===== src/rtl/am_pkg.sv =====
// 6502 addressing-mode codes, sequencer state encoding
// and the zero-page address helper.
package am_pkg;

  typedef enum logic [3:0] {
    AM_IMM  = 4'd0,
    AM_ZP   = 4'd1,
    AM_ZPX  = 4'd2,
    AM_ZPY  = 4'd3,
    AM_ABS  = 4'd4,
    AM_ABSX = 4'd5,
    AM_ABSY = 4'd6,
    AM_INDX = 4'd7,
    AM_INDY = 4'd8,
    AM_IND  = 4'd9
  } am_e;

  localparam logic [3:0] AM_LAST = 4'd9;

  typedef enum logic [3:0] {
    S_IDLE = 4'd0,
    S_OP0  = 4'd1,
    S_OP1  = 4'd2,
    S_OP2  = 4'd3,
    S_PTR0 = 4'd4,
    S_PTR1 = 4'd5,
    S_PTR2 = 4'd6,
    S_FIX  = 4'd7,
    S_DONE = 4'd8
  } state_e;

  function automatic logic [15:0] zp_addr(
    input logic [7:0] base,
    input logic [7:0] lo
  );
    return {base, lo};
  endfunction

endpackage


===== src/rtl/idx_add8.sv =====
// 8-bit adder with carry in/out, shared by index adds,
// pointer increments and the page fix-up.
module idx_add8 (
  input  logic [7:0] a_i,
  input  logic [7:0] b_i,
  input  logic       ci_i,
  output logic [7:0] sum_o,
  output logic       co_o
);

  assign {co_o, sum_o} = {1'b0, a_i} + {1'b0, b_i} + {8'b0, ci_i};

endmodule


===== src/rtl/addr_seq.sv =====
// 6502 effective-address sequencer: fetches operand and
// pointer bytes, indexes, and reports one ea per request.
module addr_seq
  import am_pkg::*;
#(
  parameter bit         PAGE_PENALTY = 1'b1,
  parameter bit         JMP_IND_BUG  = 1'b1,
  parameter logic [7:0] ZP_BASE      = 8'h00
) (
  input  logic        CLK,
  input  logic        R_N,
  input  logic        start,
  input  logic [3:0]  mode,
  input  logic        wr_access,
  input  logic [7:0]  reg_x,
  input  logic [7:0]  reg_y,
  input  logic [15:0] pc,
  output logic [15:0] mem_addr,
  output logic        mem_rd,
  input  logic [7:0]  mem_rdata,
  output logic        pc_inc,
  output logic        busy,
  output logic        ea_valid,
  output logic [15:0] ea,
  output logic        page_cross,
  output logic        err
);

  state_e      state_q, state_d;
  logic [3:0]  mode_q, mode_d;
  logic [7:0]  idx_q, idx_d;
  logic        wr_q, wr_d;
  logic [15:0] pc_q, pc_d;
  logic [7:0]  lo_q, lo_d;
  logic [7:0]  hi_q, hi_d;
  logic [7:0]  dlo_q, dlo_d;
  logic        c_q, c_d;
  logic        err_q, err_d;
  logic [15:0] ea_q, ea_d;
  logic        pcr_q, pcr_d;

  logic [7:0] la, lb, lsum;
  logic       lci, lco;
  logic [7:0] ha, hsum;
  logic       hci, hco_unused;
  logic [7:0] ptr_hi;
  logic       indexed;

  idx_add8 u_lo (
    .a_i  (la),
    .b_i  (lb),
    .ci_i (lci),
    .sum_o(lsum),
    .co_o (lco)
  );

  idx_add8 u_hi (
    .a_i  (ha),
    .b_i  (8'h00),
    .ci_i (hci),
    .sum_o(hsum),
    .co_o (hco_unused)
  );

  assign ptr_hi  = (mode_q == AM_IND) ? hi_q : ZP_BASE;
  assign indexed = mode_q inside {AM_ABSX, AM_ABSY, AM_INDY};

  always_ff @(posedge CLK or negedge R_N) begin
    if (!R_N) begin
      state_q <= S_IDLE;
      mode_q  <= 4'd0;
      idx_q   <= 8'd0;
      wr_q    <= 1'b0;
      pc_q    <= 16'd0;
      lo_q    <= 8'd0;
      hi_q    <= 8'd0;
      dlo_q   <= 8'd0;
      c_q     <= 1'b0;
      err_q   <= 1'b0;
      ea_q    <= 16'd0;
      pcr_q   <= 1'b0;
    end else begin
      state_q <= state_d;
      mode_q  <= mode_d;
      idx_q   <= idx_d;
      wr_q    <= wr_d;
      pc_q    <= pc_d;
      lo_q    <= lo_d;
      hi_q    <= hi_d;
      dlo_q   <= dlo_d;
      c_q     <= c_d;
      err_q   <= err_d;
      ea_q    <= ea_d;
      pcr_q   <= pcr_d;
    end
  end

  always_comb begin
    state_d  = state_q;
    mode_d   = mode_q;
    idx_d    = idx_q;
    wr_d     = wr_q;
    pc_d     = pc_q;
    lo_d     = lo_q;
    hi_d     = hi_q;
    dlo_d    = dlo_q;
    c_d      = c_q;
    err_d    = err_q;
    ea_d     = ea_q;
    pcr_d    = pcr_q;
    la       = lo_q;
    lb       = 8'h00;
    lci      = 1'b0;
    ha       = hi_q;
    hci      = 1'b0;
    mem_addr = 16'd0;
    mem_rd   = 1'b0;
    pc_inc   = 1'b0;

    unique case (state_q)
      S_IDLE, S_DONE: begin
        if (state_q == S_DONE) state_d = S_IDLE;
        if (start) begin
          mode_d = mode;
          wr_d   = wr_access;
          pc_d   = pc;
          err_d  = 1'b0;
          case (mode)
            AM_ZPX, AM_ABSX, AM_INDX: idx_d = reg_x;
            AM_ZPY, AM_ABSY, AM_INDY: idx_d = reg_y;
            default:                  idx_d = 8'h00;
          endcase
          unique case (1'b1)
            (mode > AM_LAST): begin
              err_d   = 1'b1;
              state_d = S_DONE;
            end
            (mode == AM_IMM): begin
              ea_d    = pc;
              pcr_d   = 1'b0;
              state_d = S_DONE;
            end
            default: state_d = S_OP0;
          endcase
        end
      end
      S_OP0: begin
        mem_addr = pc_q;
        mem_rd   = 1'b1;
        pc_inc   = 1'b1;
        state_d  = S_OP1;
      end
      S_OP1: begin
        la   = mem_rdata;
        lb   = (mode_q == AM_INDY) ? 8'h00 : idx_q;
        lo_d = lsum;
        c_d  = lco;
        case (mode_q)
          AM_ZP, AM_ZPX, AM_ZPY: begin
            ea_d    = zp_addr(ZP_BASE, lsum);
            pcr_d   = 1'b0;
            state_d = S_DONE;
          end
          AM_INDX, AM_INDY: state_d = S_PTR0;
          default: begin
            mem_addr = pc_q + 16'd1;
            mem_rd   = 1'b1;
            pc_inc   = 1'b1;
            state_d  = S_OP2;
          end
        endcase
      end
      S_OP2: begin
        hi_d = mem_rdata;
        ha   = mem_rdata;
        hci  = c_q;
        if (mode_q == AM_IND) begin
          state_d = S_PTR0;
        end else if (indexed && ((c_q && PAGE_PENALTY) || wr_q)) begin
          state_d = S_FIX;
        end else begin
          ea_d    = {hsum, lo_q};
          pcr_d   = c_q;
          state_d = S_DONE;
        end
      end
      S_PTR0: begin
        mem_addr = {ptr_hi, lo_q};
        mem_rd   = 1'b1;
        state_d  = S_PTR1;
      end
      S_PTR1: begin
        dlo_d = mem_rdata;
        la    = lo_q;
        lci   = 1'b1;
        ha    = hi_q;
        hci   = lco;
        // NMOS JMP (abs) keeps the pointer high byte fixed
        if (mode_q == AM_IND && !JMP_IND_BUG)
          mem_addr = {hsum, lsum};
        else
          mem_addr = {ptr_hi, lsum};
        mem_rd  = 1'b1;
        state_d = S_PTR2;
      end
      S_PTR2: begin
        hi_d = mem_rdata;
        if (mode_q == AM_INDY) begin
          la   = dlo_q;
          lb   = idx_q;
          lo_d = lsum;
          c_d  = lco;
          ha   = mem_rdata;
          hci  = lco;
          if ((lco && PAGE_PENALTY) || wr_q) begin
            state_d = S_FIX;
          end else begin
            ea_d    = {hsum, lsum};
            pcr_d   = lco;
            state_d = S_DONE;
          end
        end else begin
          ea_d    = {mem_rdata, dlo_q};
          pcr_d   = 1'b0;
          state_d = S_DONE;
        end
      end
      S_FIX: begin
        ha      = hi_q;
        hci     = c_q;
        ea_d    = {hsum, lo_q};
        pcr_d   = c_q;
        state_d = S_DONE;
      end
      default: state_d = S_IDLE;
    endcase
  end

  assign busy       = (state_q != S_IDLE) && (state_q != S_DONE);
  assign ea_valid   = (state_q == S_DONE) && !err_q;
  assign err        = (state_q == S_DONE) && err_q;
  assign ea         = ea_q;
  assign page_cross = pcr_q;

endmodule


===== config.mk =====
export PLATFORM = sky130hd
export DESIGN_NAME = addr_seq
export DESIGN_NICKNAME = d
export VERILOG_FILES = /design/src/rtl/am_pkg.sv /design/src/rtl/idx_add8.sv /design/src/rtl/addr_seq.sv
export SDC_FILE = /design/constraint.sdc
export NUM_CORES = 1
export LEC_CHECK = 0
export ABC_AREA = 1
export BUFFER_PORTS_ARGS = -buffer_cell sky130_fd_sc_hd__buf_2
export CORE_MARGIN = 2
export CORE_UTILIZATION = 37
export CTS_CLUSTER_DIAMETER = 60
export DETAILED_ROUTE_END_ITERATION = 10
export PLACE_DENSITY = 0.54
export RECOVER_POWER = 100
export SLEW_MARGIN = 10
export SYNTH_ARGS = -nofsm -noshare
export SYNTH_HDL_FRONTEND = slang
export SYNTH_HIERARCHICAL = 1
export SYNTH_SLANG_ARGS = --single-unit
export TNS_END_PERCENT = 1

===== constraint.sdc =====
create_clock -name CLK -period 5 [get_ports CLK]
set_input_delay 1 -clock CLK [delete_from_list [all_inputs] [get_ports CLK]]
set_output_delay 1 -clock CLK [all_outputs]
set_load 0.005 [all_outputs]

==> impl_metrics.py <==
metrics = {
    "layout": {
        "fin_nets": 974,
        "area_delta_synth_final_pct": 17.9,
        "register_area_sq_um": 1900,
        "drive_above_1_share": 0.137,
        "final_util": 0.442,
        "final_cell_area_sq_um": 6370,
        "multiInputGateArea_sq_um": 3030,
        "nFillCells": 1568,
        "antenna_cells": 0,
    },
    "worst_setup_path": {
        "worstSetupStartpointType": "flop",
        "crit_type": "flop to primary output",
        "r2r-start": "state_q[2]",
        "arrival_ns": 3.68,
        "critical-path-max-stage-delay_ns": 0.43,
        "r2r_slack_ns": 0.50,
        "cp_slowest_cell": "dfrtp_1",
        "cp.required_ns": 4.00,
        "r2r_cells": 28,
        "cp-end-kind": "primary output",
        "path_cells": "inv_1 -> nand2_2 -> nor2_4 -> clkinvlp_4 -> o21ai_1 -> inv_1 -> nor2_1 -> fa_1 -> inv_1 -> fa_1 -> inv_1 -> a21oi_1 -> xnor2_1 -> nand2_1 -> o21ai_0 -> a21oi_1 -> o21ai_0 -> clkbuf_1",
        "crit_path_max_fanout": 8,
        "crit_top_cell": "inv_1",
        "reg2reg_to": "ea[14]",
    },
    "synth": {
        "synth_cells": 810,
        "synth_area_sq_um": 5400,
        "yosys_warnings": 6,
        "syn-mean-instance-area_sq_um": 6.67,
    },
    "clock_network": {
        "cts_hold_buf": 0,
        "clock-sinks": 76,
        "cts.path.max_buffers": 2,
        "cts_buffers": 9,
        "cts_root_buf": "clkbuf_16",
        "cts_tree": "done",
        "cts.htree.levels": 3,
        "path_clk_slew_ns": 0.07,
        "clock_latency_ns": 0.35,
    },
    "drt": {
        "drtPass1Iterations": 5,
        "drc": 0,
        "drtIter0Drc": 536,
        "routed_via_density": 5.12,
        "drt-total-wl_mm": 17.5,
        "drt-wirelength-per-cell_um": 15.9,
        "detail-route-antenna-nets": 0,
        "vias": 5608,
    },
    "global_route": {
        "grt_pass1_vias": 5253,
        "grt_pass1_wl_mm": 27.9,
        "grt_max_degree": 77,
        "grt.overflow.total": 0,
        "antenna_found_initial": 0,
        "grt_usage": 0.230,
    },
    "min_path": {
        "min_to": "page_cross",
        "hold_class": "flop to flop",
        "hold_start": "page_cross",
        "whs_path_depth": 2,
    },
    "timing": {
        "finalSetupViolations": 0,
        "max-slew-margin-rel": -0.307,
        "worst_slew_pin_slew_ns": 1.96,
        "hold_viol": 0,
        "fin_tns_setup_ns": 0,
        "whs_ns": 0.478,
        "fin_ws_ns": 0.317,
        "max_clock_freq_mhz": 214,
        "post-route-min-period_ns": 4.68,
        "rsz0062_at_grt": "false",
        "finalCritPeriodShare": 0.937,
        "slew_viol_final": 120,
        "clock_skew_ns": 0.00822,
    },
    "pwr": {
        "ir_worst_vdd_uv": 213,
        "power_density_nw_per_um2": 628,
        "leakagePower_nw": 3.39,
    },
    "run": {
        "maxCapViolCount": 2,
    },
    "floorplanning": {
        "placementRows": 44,
        "ios": 86,
        "dieArea_sq_um": 15600,
        "die_x_um": 125,
        "core_sq_um": 14400,
        "dieHeight_um": 125,
        "initial_core_util": 0.375,
    },
    "placed_design": {
        "hpwl_mm": 13.7,
        "dp_slack_ns": 0.484,
        "routabilityCongestion": 0.938,
        "port_buffers": 85,
        "place_area_sq_um": 6060,
    },
    "status": {
        "violations": "capacitance limit, slew limit",
        "status": "complete, but fails checks",
    },
}
timing repair:
item                       4_1_cts  5_1_grt
resized for setup                0        1
setup endpoints to repair        0        2
buffers inserted                 0        6
registers in the layout, indices dropped and copies added (netlist names):
signal and cells:
dlo_q 8, wr_q 1, hi_q 8, idx_q 8, mode_q 4, c_q 1
state_q 4, pc_q 16, page_cross 1, ea 16, lo_q 8, err_q 1
layer usage:
| layer | wire length [um] | vias to the layer above | global-route usage | share of wire |
|---|---|---|---|---|
| li1 | - | 2792 | - | - |
| met1 | 7970 | 2578 | 0.310 | 0.46 |
| met2 | 8010 | 192 | 0.374 | 0.46 |
| met3 | 894 | 46 | 0.0404 | 0.051 |
| met4 | 592 | 0 | 0.0784 | 0.034 |
| met5 | 0 | - | 0 | 0 |
cell usage in the layout, fill, tap and decap left out, types with 2 or more instances in the layout:
cell and instances:
clkinvlp_4 2, o221ai_1 8, clkbuf_1 14, ha_1 15, dfrtp_1 76, nor2_2 5, a22o_1 2, nand2_2 5
nor2_1 42, nand4_1 15, inv_2 5, nand2_1 302, clkbuf_16 9, inv_1 96, nand3_2 3, nand3b_1 7
fa_1 4, clkinv_4 2, conb_1 9, nand3_1 63, buf_2 69, nor3_1 2, inv_6 3, o21ai_0 80
clkbuf_2 4, xnor2_1 4, a21oi_1 21, o21ai_1 6, clkinv_1 2, a22oi_1 8, xor2_1 6, nor2_4 3
buf_4 12
critical path, delay by kind of cell, from the launching register on:
| kind | cells | cell delay, ns |
|---|---|---|
| fa+ha+maj | 2 | 0.63 |
| simple gates | 4 | 0.64 |
| flops | 1 | 0.43 |
| compound gates | 5 | 0.54 |
| buf+inv | 6 | 0.83 |
| xor+xnor | 1 | 0.26 |
worst max path at each step:
stage,slack [ns],cells past startpoint,start,to
detailed placement,0.48,28,state_q[3],ea[14]
CTS,0.28,18,state_q[3],mem_addr[4]
finish,0.32,18,state_q[2],mem_addr[4]
floorplan,0.92,29,state_q[0],ea[14]
global placement,0.63,25,mem_rdata[0],ea[14]
global route,0.04,18,state_q[2],mem_addr[7]
layout make-up:
class                      count  area share
sequential                    76       0.298
timing repair buffer          99      0.0797
clock buffer                   9      0.0353
multi-input combinational    617       0.476
tap                          184      0.0361
clock inverter                 7      0.0128
inverter                     104      0.0618
power by group:
group | internal [W] | switching, W | total (W)
logic | 0.000740 | 0.00144 | 0.00218
registers | 0.000910 | 0.000229 | 0.00114
clock network | 0.000394 | 0.000292 | 0.000686
per-stage QoR:
step,std cells,total power (W)
2_1_floorplan,818,0.00262
3_3_place_gp,1074,0.00332
3_5_place_dp,1074,0.00332
4_1_cts,1090,0.00402
5_1_grt,1096,0.00440
6_report,1096,0.00400
No activity file was read; power rests on OpenSTA's default activity.
